$ cat src/rtl/gray_seq_ctrl_if.sv
// Command/status bundle between a command source (master) and gray_seq_ctrl (slave).
interface gray_seq_ctrl_if #(
  parameter int N = 3
);
  logic         start;
  logic         up_dn;
  logic [N-1:0] target;
  logic         pause;
  logic         stop;
  logic         load;
  logic [N-1:0] load_val;
  logic [N-1:0] gray_out;
  logic         busy;
  logic         done;
  logic         wrap;
  logic [N:0]   steps;
  logic         err;

  modport master (
    output start, up_dn, target, pause, stop, load, load_val,
    input  gray_out, busy, done, wrap, steps, err
  );

  modport slave (
    input  start, up_dn, target, pause, stop, load, load_val,
    output gray_out, busy, done, wrap, steps, err
  );
endinterface

$ cat src/rtl/gray_seq_ctrl.sv
// Gray-code run controller: steps an N-bit Gray counter up/down to a latched target.
// Optional macro GRAY_CHK_EN adds a sticky single-bit-change checker on err.
module gray_seq_ctrl #(
  parameter int N = 3
) (
  input  logic          clk,
  input  logic          reset,
  gray_seq_ctrl_if.slave bus
);
  localparam logic [1:0] S_IDLE  = 2'd0;
  localparam logic [1:0] S_RUN   = 2'd1;
  localparam logic [1:0] S_PAUSE = 2'd2;
  localparam logic [1:0] S_DONE  = 2'd3;

  localparam logic [N-1:0] ONE_N     = {{(N-1){1'b0}}, 1'b1};
  localparam logic [N:0]   ONE_S     = {{N{1'b0}}, 1'b1};
  localparam logic [N:0]   STEPS_MAX = {1'b1, {N{1'b0}}};

  logic [1:0]   r_state;
  logic [N-1:0] r_gray;
  logic [N-1:0] r_target;
  logic         r_up;
  logic [N:0]   r_steps;
  logic         r_busy;
  logic         r_done;
  logic         r_wrap;

  logic [N-1:0] w_bin;
  logic [N-1:0] w_bin_step;
  logic [N-1:0] w_gray_step;
  logic         w_wrap;

  // Binary bit i is the XOR of Gray bits i..N-1.
  genvar gi;
  generate
    for (gi = 0; gi < N; gi++) begin : g_g2b
      assign w_bin[gi] = ^(r_gray >> gi);
    end
  endgenerate

  assign w_bin_step  = r_up ? (w_bin + ONE_N) : (w_bin - ONE_N);
  assign w_gray_step = w_bin_step ^ (w_bin_step >> 1);
  assign w_wrap      = r_up ? (&w_bin) : ~(|w_bin);

  always_ff @(posedge clk) begin
    if (reset) begin
      r_state  <= S_IDLE;
      r_gray   <= '0;
      r_target <= '0;
      r_up     <= 1'b1;
      r_steps  <= '0;
      r_busy   <= 1'b0;
      r_done   <= 1'b0;
      r_wrap   <= 1'b0;
    end else begin
      r_done <= 1'b0;
      r_wrap <= 1'b0;
      case (r_state)
        S_IDLE: begin
          if (bus.load) r_gray <= bus.load_val;
          if (bus.start) begin
            r_target <= bus.target;
            r_up     <= bus.up_dn;
            r_steps  <= '0;
            r_busy   <= 1'b1;
            r_state  <= S_RUN;
          end
        end
        S_RUN: begin
          if (bus.stop) begin
            r_busy  <= 1'b0;
            r_state <= S_IDLE;
          end else if (bus.pause) begin
            r_state <= S_PAUSE;
          end else begin
            r_gray <= w_gray_step;
            r_wrap <= w_wrap;
            if (r_steps != STEPS_MAX) r_steps <= r_steps + ONE_S;
            // Target is compared against the new code, so target == start means a full lap.
            if (w_gray_step == r_target) begin
              r_done  <= 1'b1;
              r_busy  <= 1'b0;
              r_state <= S_DONE;
            end
          end
        end
        S_PAUSE: begin
          if (bus.stop) begin
            r_busy  <= 1'b0;
            r_state <= S_IDLE;
          end else if (!bus.pause) begin
            r_state <= S_RUN;
          end
        end
        default: r_state <= S_IDLE;
      endcase
    end
  end

  assign bus.gray_out = r_gray;
  assign bus.busy     = r_busy;
  assign bus.done     = r_done;
  assign bus.wrap     = r_wrap;
  assign bus.steps    = r_steps;

`ifdef GRAY_CHK_EN
  logic [N-1:0] r_gray_prev;
  logic         r_chk_valid;
  logic         r_err;
  logic [N-1:0] w_diff;

  assign w_diff = r_gray ^ r_gray_prev;

  // A load rewrites the count arbitrarily, so the following comparison is skipped.
  always_ff @(posedge clk) begin
    if (reset) begin
      r_gray_prev <= '0;
      r_chk_valid <= 1'b0;
      r_err       <= 1'b0;
    end else begin
      r_gray_prev <= r_gray;
      r_chk_valid <= !((r_state == S_IDLE) && bus.load);
      if (r_chk_valid && ((w_diff & (w_diff - ONE_N)) != '0)) r_err <= 1'b1;
    end
  end

  assign bus.err = r_err;
`else
  assign bus.err = 1'b0;
`endif

endmodule

$ cat src/flat_wrapper.sv
// flat-port wrapper written by rule: the top's interface ports become plain ports
module gray_seq_ctrl_flat 
#(
  parameter int N = 3
)
  (clk, reset, bus_start, bus_up_dn, bus_target, bus_pause, bus_stop, bus_load, bus_load_val, bus_gray_out, bus_busy, bus_done, bus_wrap, bus_steps, bus_err);
  gray_seq_ctrl_if #(.N(N)) bus_i ();
  input  logic clk;
  input  logic reset;
  input wire logic [$bits(bus_i.start)-1:0] bus_start;
  input wire logic [$bits(bus_i.up_dn)-1:0] bus_up_dn;
  input wire logic [$bits(bus_i.target)-1:0] bus_target;
  input wire logic [$bits(bus_i.pause)-1:0] bus_pause;
  input wire logic [$bits(bus_i.stop)-1:0] bus_stop;
  input wire logic [$bits(bus_i.load)-1:0] bus_load;
  input wire logic [$bits(bus_i.load_val)-1:0] bus_load_val;
  output wire logic [$bits(bus_i.gray_out)-1:0] bus_gray_out;
  output wire logic [$bits(bus_i.busy)-1:0] bus_busy;
  output wire logic [$bits(bus_i.done)-1:0] bus_done;
  output wire logic [$bits(bus_i.wrap)-1:0] bus_wrap;
  output wire logic [$bits(bus_i.steps)-1:0] bus_steps;
  output wire logic [$bits(bus_i.err)-1:0] bus_err;
  assign bus_i.start = bus_start;
  assign bus_i.up_dn = bus_up_dn;
  assign bus_i.target = bus_target;
  assign bus_i.pause = bus_pause;
  assign bus_i.stop = bus_stop;
  assign bus_i.load = bus_load;
  assign bus_i.load_val = bus_load_val;
  assign bus_gray_out = bus_i.gray_out;
  assign bus_busy = bus_i.busy;
  assign bus_done = bus_i.done;
  assign bus_wrap = bus_i.wrap;
  assign bus_steps = bus_i.steps;
  assign bus_err = bus_i.err;
  gray_seq_ctrl #(.N(N)) u_core (.clk(clk), .reset(reset), .bus(bus_i));
endmodule
$ cat config.mk
export PLATFORM = sky130hd
export DESIGN_NAME = gray_seq_ctrl_flat
export DESIGN_NICKNAME = d
export VERILOG_FILES = /design/src/rtl/gray_seq_ctrl_if.sv /design/src/rtl/gray_seq_ctrl.sv /design/src/flat_wrapper.sv
export SDC_FILE = /design/constraint.sdc
export NUM_CORES = 1
export LEC_CHECK = 0
export ABC_AREA = 1
export BUFFER_PORTS_ARGS = -buffer_cell sky130_fd_sc_hd__buf_2
export CORE_UTILIZATION = 47
export DETAILED_ROUTE_END_ITERATION = 12
export GPL_ROUTABILITY_DRIVEN = 1
export PLACE_DENSITY = 0.77
export SLEW_MARGIN = 0
export SYNTH_ARGS = -nofsm -noshare
export SYNTH_HDL_FRONTEND = slang
export SYNTH_SLANG_ARGS = --single-unit
$ cat constraint.sdc
create_clock -name clk -period 1.9 [get_ports clk]
set_input_delay 0.095 -clock clk [delete_from_list [all_inputs] [get_ports clk]]
set_output_delay 0.095 -clock clk [all_outputs]
set_load 0.02 [all_outputs]
## Yosys cells after proc, flatten, opt, wreduce, memory -nomap -nowiden

Index checks and enable logic that the tools add are counted.

| word-level totals | value |
|---|---|
| register bits after elaboration | 16 |
| bits of input ports | 13 |
| word-level logic and storage cells | 67 |

| operators by class | value |
|---|---|
| bitwise operators | 3 |
| reduce and logical (&&, ||, !) cells | 14 |
| $add $sub $neg | 3 |
| muxes and demuxes | 25 |
| equal/unequal tests | 14 |

Operators with widths:

| operator | count |
|---|---|
| $mux W4 | 4 |
| $mux W2 | 6 |
| $mux W3 | 4 |
| $ne A2 B2 Y1 const B | 5 |
| $reduce_and A5 Y1 | 2 |
| $reduce_xor A3 Y1 | 3 |
| $pmux W4 S2 | 1 |
| $mux W1 | 7 |
| $ne A3 B3 Y1 const B | 2 |
| $pmux W2 S3 | 1 |
| $pmux W3 S2 | 1 |
| $reduce_and A3 Y1 | 2 |
| $add A4 B1 Y4 const B | 1 |
| $ne A4 B3 Y1 const B | 1 |
| $ne A4 B4 Y1 const B | 1 |
| $reduce_and A4 Y1 | 1 |
| $reduce_or A4 Y1 | 1 |
| $add A3 B1 Y3 const B | 1 |
| $eq A3 B3 Y1 | 1 |
| $ne A3 B2 Y1 const B | 1 |
| $pmux W1 S3 | 1 |
| $reduce_bool A3 Y1 | 1 |
| $reduce_or A3 Y1 | 1 |
| $sub A3 B1 Y3 const B | 1 |
| other kinds (8) | 9 |

## Logic depth before layout (Yosys ltp)

Gate-level depths: netlist of the first run.

| logic depth | value |
|---|---|
| depth after elaboration | 9 |
| depth in mapped cells | 17 |
| depth with buffers taken out | 17 |

## Least setup slack after synthesis of the first run

No wires, ideal clock.

| timing | value |
|---|---|
| path type | register to register |
| start point | register u_core.r_gray[1] (netlist: u_core.bus.gray_out[1]) |
| end point | register u_core.r_busy (netlist: u_core.bus.busy) |
| path buffers | 0 |
| cell stages (with the launch flop) | 16 |
| slack | -0.370 ns |
| arrival | 2.153 ns |
| data required time | 1.783 ns |
| cells stage by stage | dfxtp_1 -> inv_1 -> nand2_1 -> nand2_1 -> nand2_1 -> nand2_1 -> fa_1 -> inv_1 -> nand3_1 -> nand2_1 -> nand2_1 -> nand2_1 -> nor2_1 -> nand2_1 -> a21boi_0 -> nor2_1 |

| on the way | value |
|---|---|
| cells in the longest elaborated chain, start to end | 7 |
| elaborated cells between the ends (all ways) | 9 |

RTL lines:

| element | line | RTL |
|---|---|---|
| start: declaration | gray_seq_ctrl.sv:20 | `logic [N-1:0] r_gray;` |
| start signal: assignment | gray_seq_ctrl.sv:60 | `if (bus.load) r_gray <= bus.load_val;` |
| start signal: assignment | gray_seq_ctrl.sv:76 | `r_gray <= w_gray_step;` |
| $reduce_xor A3 Y1 | gray_seq_ctrl.sv:37 | `assign w_bin[gi] = ^(r_gray >> gi);` |
| $sub A3 B1 Y3 or $add A3 B1 Y3 (tied branches) | gray_seq_ctrl.sv:41 | `assign w_bin_step = r_up ? (w_bin + ONE_N) : (w_bin - ONE_N);` |
| $mux W3 (*) | gray_seq_ctrl.sv:41 |  |
| $xor A3 B2 Y3 (*) | gray_seq_ctrl.sv:42 | `assign w_gray_step = w_bin_step ^ (w_bin_step >> 1);` |
| $eq A3 B3 Y1 (*) | gray_seq_ctrl.sv:80 | `if (w_gray_step == r_target) begin` |
| $ne A3 B2 Y1 (no line) (*) | n/a |  |
| $reduce_and A5 Y1 (no line) (*) | n/a |  |
| end signal: assignment | gray_seq_ctrl.sv:52 | `r_busy <= 1'b0;` |
| end signal: assignment | gray_seq_ctrl.sv:82 | `r_busy <= 1'b0;` |
| end signal: assignment | gray_seq_ctrl.sv:89 | `r_busy <= 1'b0;` |
| end: declaration | gray_seq_ctrl.sv:24 | `logic r_busy;` |

Every way passes the cells marked *; elsewhere a longest branch is shown, timed or not.
A chain may end at the register's enable or synchronous reset.

## Final worst setup path of the first run

| timing | value |
|---|---|
| start point | register u_core.r_gray[1] (netlist: u_core.bus.gray_out[1]) |
| end point | register u_core.r_state[0] |

| on the way | value |
|---|---|
| cells in the longest elaborated chain, start to end | 7 |
| elaborated cells between the ends (all ways) | 9 |

RTL lines:

| element | line | RTL |
|---|---|---|
| $reduce_xor A3 Y1 | gray_seq_ctrl.sv:37 |  |
| $sub A3 B1 Y3 or $add A3 B1 Y3 (tied branches) | gray_seq_ctrl.sv:41 |  |
| $mux W3 (*) | gray_seq_ctrl.sv:41 |  |
| $xor A3 B2 Y3 (*) | gray_seq_ctrl.sv:42 |  |
| $eq A3 B3 Y1 (*) | gray_seq_ctrl.sv:80 |  |
| $ne A4 B3 Y1 (no line) (*) | n/a |  |
| $reduce_and A3 Y1 (no line) (*) | n/a |  |
| end signal: assignment | gray_seq_ctrl.sv:47 | `r_state <= S_IDLE;` |
| end signal: assignment | gray_seq_ctrl.sv:83 | `r_state <= S_DONE;` |
| end signal: assignment | gray_seq_ctrl.sv:90 | `r_state <= S_IDLE;` |
| end: declaration | gray_seq_ctrl.sv:19 | `logic [1:0] r_state;` |

Marked as above.

==> results of run 1 <==
## cells by family (layout without fill, tap and decap cells)
group	after synthesis	after routing	synth area share [%]
AND/OR/NAND/NOR	71	71	33.4
buffers and inverters	24	78	8.92
flip-flops	16	16	30.4
AO/OA/AOI/OAI	26	26	15.8
other	1	1	0.356
adder cells (fa/ha/maj)	8	8	10.2
XOR/XNOR	1	1	0.832
## worst min-delay path, stage by stage
cell and delay (ps):
sky130_fd_sc_hd__buf_2 80, sky130_fd_sc_hd__nand2_1 50, sky130_fd_sc_hd__o211ai_1 60
## Yosys cell counts (2+ instances only)
library cell                n  share of area (%)
sky130_fd_sc_hd__nand3_1   17                8.1
sky130_fd_sc_hd__inv_2      3                1.1
sky130_fd_sc_hd__a21oi_1    8                3.8
sky130_fd_sc_hd__inv_1     20                7.1
sky130_fd_sc_hd__ha_1       7                8.3
sky130_fd_sc_hd__nor2_4     2                2.1
sky130_fd_sc_hd__nor3_1     2               0.95
sky130_fd_sc_hd__a221oi_1   3                2.5
sky130_fd_sc_hd__nor2_1    11                3.9
sky130_fd_sc_hd__dfxtp_1   16                 30
sky130_fd_sc_hd__nand3_2    2                1.9
sky130_fd_sc_hd__nand2_1   28                 10
sky130_fd_sc_hd__a211oi_1   2                1.4
sky130_fd_sc_hd__nand2_2    2                1.2
sky130_fd_sc_hd__o21ai_0    6                2.9
## flip-flops by register name, summed over array words and instances, names as in the netlist
register,flops
u_core.bus.wrap,1
u_core.bus.done,1
u_core.bus.gray_out,3
u_core.bus.busy,1
u_core.r_target,3
u_core.r_up,1
u_core.r_state,2
u_core.bus.steps,4
## final cells by class
cell class / instances / share of cell area, %
multi-input cells: 107 / 48.3
repair buffers: 51 / 20.9
flip-flops and latches: 16 / 20.7
inverters: 23 / 5.66
clock buffers: 4 / 2.25
well taps: 27 / 2.09
## how the worst max path moves through the flow
stage / startpoint / to / slack (ps) / cells after the start
2_1_floorplan: u_core.bus.gray_out[1] / u_core.bus.busy / -70 / 15
6_report: u_core.bus.gray_out[1] / u_core.r_state[0] / -270 / 15
5_1_grt: u_core.bus.gray_out[0] / u_core.bus.busy / -380 / 16
3_3_place_gp: u_core.bus.gray_out[1] / u_core.r_state[0] / -90 / 13
4_1_cts: u_core.bus.gray_out[1] / u_core.r_state[0] / -180 / 13
3_5_place_dp: u_core.bus.gray_out[1] / u_core.bus.busy / -160 / 13
## stage by stage
stage / setup TNS, ps / hold WS (ps) / instances / util [%] / worst slack (ps)
2_1_floorplan: -138 / 164 / 147 / - / -74.2
3_3_place_gp: -207 / 298 / 214 / 67.2 / -89.1
3_5_place_dp: -487 / 303 / 214 / 67.2 / -158
4_1_cts: -601 / 14.5 / 223 / 71.9 / -180
5_1_grt: -1630 / 51.1 / 228 / 79.0 / -382
6_report: -1070 / 29.3 / 228 / 79.0 / -265
## routing by layer
metal	vias up	GRT usage (%)	part of all wire, %
li1	598	-	-
met4	0	8.82	0.46
met3	2	2.80	2.7
met1	571	28.2	42
met2	25	47.3	55
met5	-	0	0
## timing repair
action / CTS / global route
hold buffers: 1 / 0
setup endpoints to repair: 6 / 11
pin swaps: 5 / 10
resized for setup: 4 / 29
hold endpoints to repair: 3 / 0
gates cloned: 0 / 0
buffers inserted: 4 / 5
==> metrics.txt, run 1 <==
run status finished, violations left; failing checks negative setup slack; Final Net Count 223; Clk pin slew, worst setup/hold paths 100 ps; Area growth syn-to-layout 53.3%; clock tree from TritonCTS built; Iteration-0 DRC Markers 50; net count after synthesis 168; row count 16; worst flop-to-flop path endpoint u_core.r_state[0]; post-route clock skew 5.14 ps; clock latency at the later pin of the worst-skew pair 290 ps; Max-slew headroom 65.5%; warning count from the yosys run 0; area of the multi-input gates 779 sq um; via density per instance 5.25; gr usage total 25.0%; level count of the clock H-tree 1; RePlAce Congestion 0.837; number of different library cells in the post-synthesis netlist 33; Sink Count 16; number of routed nets with antenna violations 0; post-layout worst setup margin -265 ps; buffers and inverters on the worst path 2; area of the placeable core 2040 sq um; number of cells on the worst hold path 3; Routed Wire Length 3040 um; worst min-delay path startpoint bus_up_dn; kind of cell adding the most delay to the critical path simple AND/OR/NAND/NOR gates; Yosys reg bits 16; Placed Area 1370 sq um; MaxCap Viol Count 0; endpoint required time on the critical path 2090 ps; register area 334 sq um; count of input and output buffers 22; Max stage delay cell, worst path sky130_fd_sc_hd__fa_2; Via Count 1,196; Max stage delay on crit path 600 ps; Max Fclk 462 MHz; most frequent standard cell in the layout excluding fill and tap cells sky130_fd_sc_hd__buf_4; via count of the first global-routing pass 1,211; reg2reg setup slack -270 ps; first-pass iteration count of the detailed router 4; Finished Cell Area 1610 sq um; Setup crit start kind flop; final number of max-transition violations 0; post-synthesis average cell area 7.16 sq um; layout cells sized above 1 52.2%; post-DR wirelength/cell 13.3 um; die height 49.3 um; kind of end point of the critical path flop; cell count after synthesis 147; count of flip-flops with a built-in enable after synthesis 0; number of remaining DRC errors 0; die footprint 2430 sq um; Min-Delay Path Class in2reg; pin count of the biggest net entering global routing 10; root buffer selected by CTS sky130_fd_sc_hd__clkbuf_4; number of endpoints failing setup at the final stage 6; starting utilization of the core area 51.5%; Netlist Area Pre-Place 1050 sq um; x dimension of the die 49.3 um; count of antenna diodes in the layout 0; most frequent CP cell sky130_fd_sc_hd__nand2_2; setup repair after global routing missed its margin yes; FF-to-FF Start u_core.bus.gray_out[1]; min Tclk post-route 2170 ps; most frequent cells in the layout sky130_fd_sc_hd__buf_4, sky130_fd_sc_hd__buf_2, sky130_fd_sc_hd__nand2_1; global route overflow 0; sequential-to-total area share from yosys stat 30.4%; cell count of the worst reg-to-reg path 15; worst-path cell chain inv_4 -> nand2_4 -> nand2_2 -> nand2_2 -> nand2_2 -> fa_2 -> inv_2 -> nand3_4 -> nand2_1 -> nand2_1 -> nand2_2 -> o21bai_4 -> nand3_2 -> nand2_1 -> nor2_1; ports placed on the boundary 24; Critical Setup Path Class reg2reg; initial antenna violation count 0; Critical Path AT 2350 ps; filler instances 146; number of buffers created by CTS 3; detailed-placement wirelength estimate 2020 um; Bufs on Longest Clock Path 2; terminating pin of the worst hold path u_core.r_up; period utilization 114%; final number of hold-violating endpoints 0; wire length of the first global-routing pass 4750 um; Worst-Margin Slew 514 ps; proportion of synthesized flip-flops having asynchronous set or reset 0%; crit path max fanout 4; most frequently used flop master after synthesis sky130_fd_sc_hd__dfxtp_1
Power of run 1 is left out: the tool's default activity adds up to more than one toggle a clock period on the data nets, which glitch-free logic cannot reach.
==> run 2: changes to the inputs <==
- TNS_END_PERCENT: not set -> 10
==> metrics.txt, run 2 (synthesized netlist as in run 1, its figures left out) <==
failing checks negative setup slack; first-pass iteration count of the detailed router 4 (unchanged); Critical Path AT 2280 ps (-70 ps); Via Count 1,143 (-4.4%); most frequent cells in the layout sky130_fd_sc_hd__buf_2, sky130_fd_sc_hd__nand2_1, sky130_fd_sc_hd__buf_4; number of endpoints failing setup at the final stage 6 (unchanged); buffers and inverters on the worst path 0 (-2); count of antenna diodes in the layout 0 (unchanged); Critical Setup Path Class reg2reg; run status finished, violations left; crit path max fanout 5 (+1); min Tclk post-route 2090 ps (-79.2 ps); Min-Delay Path Class in2reg; x dimension of the die 49.3 um (unchanged); endpoint required time on the critical path 2090 ps (about the same); Final Net Count 214 (-4.0%); RePlAce Congestion 0.818 (-2.3%); Area growth syn-to-layout 42.6%; final number of max-transition violations 0 (unchanged); die height 49.3 um (unchanged); post-route clock skew 1.74 ps (-3.39 ps); number of routed nets with antenna violations 0 (unchanged); number of buffers created by CTS 3 (unchanged); wire length of the first global-routing pass 4400 um (-7.3%); root buffer selected by CTS sky130_fd_sc_hd__clkbuf_4; setup repair after global routing missed its margin yes; pin count of the biggest net entering global routing 10 (unchanged); MaxCap Viol Count 0 (unchanged); Max stage delay on crit path 600 ps (about the same); Placed Area 1370 sq um (-0.55%); worst-case setup slack after placement -148 ps (+10.1 ps); worst-path cell chain nand2_1 -> nand2_1 -> nand2_2 -> nand2_2 -> fa_2 -> nand3_2 -> nand3_2 -> nand3_2 -> o21bai_4 -> nand3_1 -> nand2_1 -> nor2_1; number of remaining DRC errors 0 (unchanged); most frequent standard cell in the layout excluding fill and tap cells sky130_fd_sc_hd__buf_2; die footprint 2430 sq um (unchanged); level count of the clock H-tree 1 (unchanged); starting utilization of the core area 51.5% (unchanged); clock tree from TritonCTS built; Iteration-0 DRC Markers 18 (-64%); Util after Layout 73.5% (-5.5 points); gr usage total 23.3% (-1.7 points); period utilization 110% (-4.2 points); via count of the first global-routing pass 1,123 (-7.3%); ports placed on the boundary 24 (unchanged); layout cells sized above 1 44.3% (-8.0 points); Clk pin slew, worst setup/hold paths 90 ps (about the same); Setup crit start kind flop; Sink Count 16 (unchanged); post-DR wirelength/cell 12.1 um (-9.6%); area of the placeable core 2040 sq um (unchanged); kind of end point of the critical path flop; post-layout worst setup margin -186 ps (+79.2 ps); count of input and output buffers 22 (unchanged); Routed Wire Length 2640 um (-13%); detailed-placement wirelength estimate 2130 um (+5.4%); global route overflow 0 (unchanged); max reg flops 4 (unchanged); kind of cell adding the most delay to the critical path simple AND/OR/NAND/NOR gates; initial antenna violation count 0 (unchanged); Bufs on Longest Clock Path 2 (unchanged); final number of hold-violating endpoints 0 (unchanged); Max stage delay cell, worst path sky130_fd_sc_hd__fa_2; via density per instance 5.22 (-0.50%); row count 16 (unchanged); Max Fclk 479 MHz (+3.8%); clock latency at the later pin of the worst-skew pair 290 ps (about the same); Finished Cell Area 1500 sq um (-7.0%)
run 2: area by class of cell:
class                      count  area, sq um
clock buffer                   4         36.3
fill                         170          542
inverter                      23         88.8
multi-input combinational    107          747
sequential                    16          332
tap                           27         33.8
timing repair buffer          42          263
run 2: metal layers:
| metal | track usage [%] | share of wire [%] |
|---|---|---|
| met4 | 8.82 | 2.2 |
| met2 | 46.6 | 54 |
| met5 | 0 | 0 |
| met3 | 4.36 | 4.1 |
| met1 | 22.8 | 39 |
run 2: path summary, 6_finish.rpt:
check                          from                  to  slack [ps]  depth (start not counted)
min reg2reg      u_core.r_target[0]  u_core.r_target[0]         520                          2
max reg2reg  u_core.bus.gray_out[1]   u_core.r_state[0]        -190                         12
max          u_core.bus.gray_out[1]   u_core.r_state[0]        -190                         12
min                       bus_up_dn         u_core.r_up          20                          3
run 2: metrics by stage:
stage,hold slack (ps),cells,TNS (ps)
floorplan,164,147,-138
global placement,299,213,-204
finish,16.9,219,-684
detailed placement,306,213,-486
global route,30.4,219,-1710
CTS,1.64,217,-563
run 2: what timing repair did:
item                                    in CTS  in global routing
buffers inserted                             0                  1
hold endpoints to repair                     0                  1
hold buffers                                 0                  1
cloned                                       0                  0
endpoints found under the setup margin       6                 11
resized for setup                            0                 19
pin swaps                                    2                  9
run 2: tightest hold or removal path: stages:
cell and delay, ps:
sky130_fd_sc_hd__buf_2 80, sky130_fd_sc_hd__nand2_1 40, sky130_fd_sc_hd__o211ai_1 60
Power of run 2 is left out for the same reason.
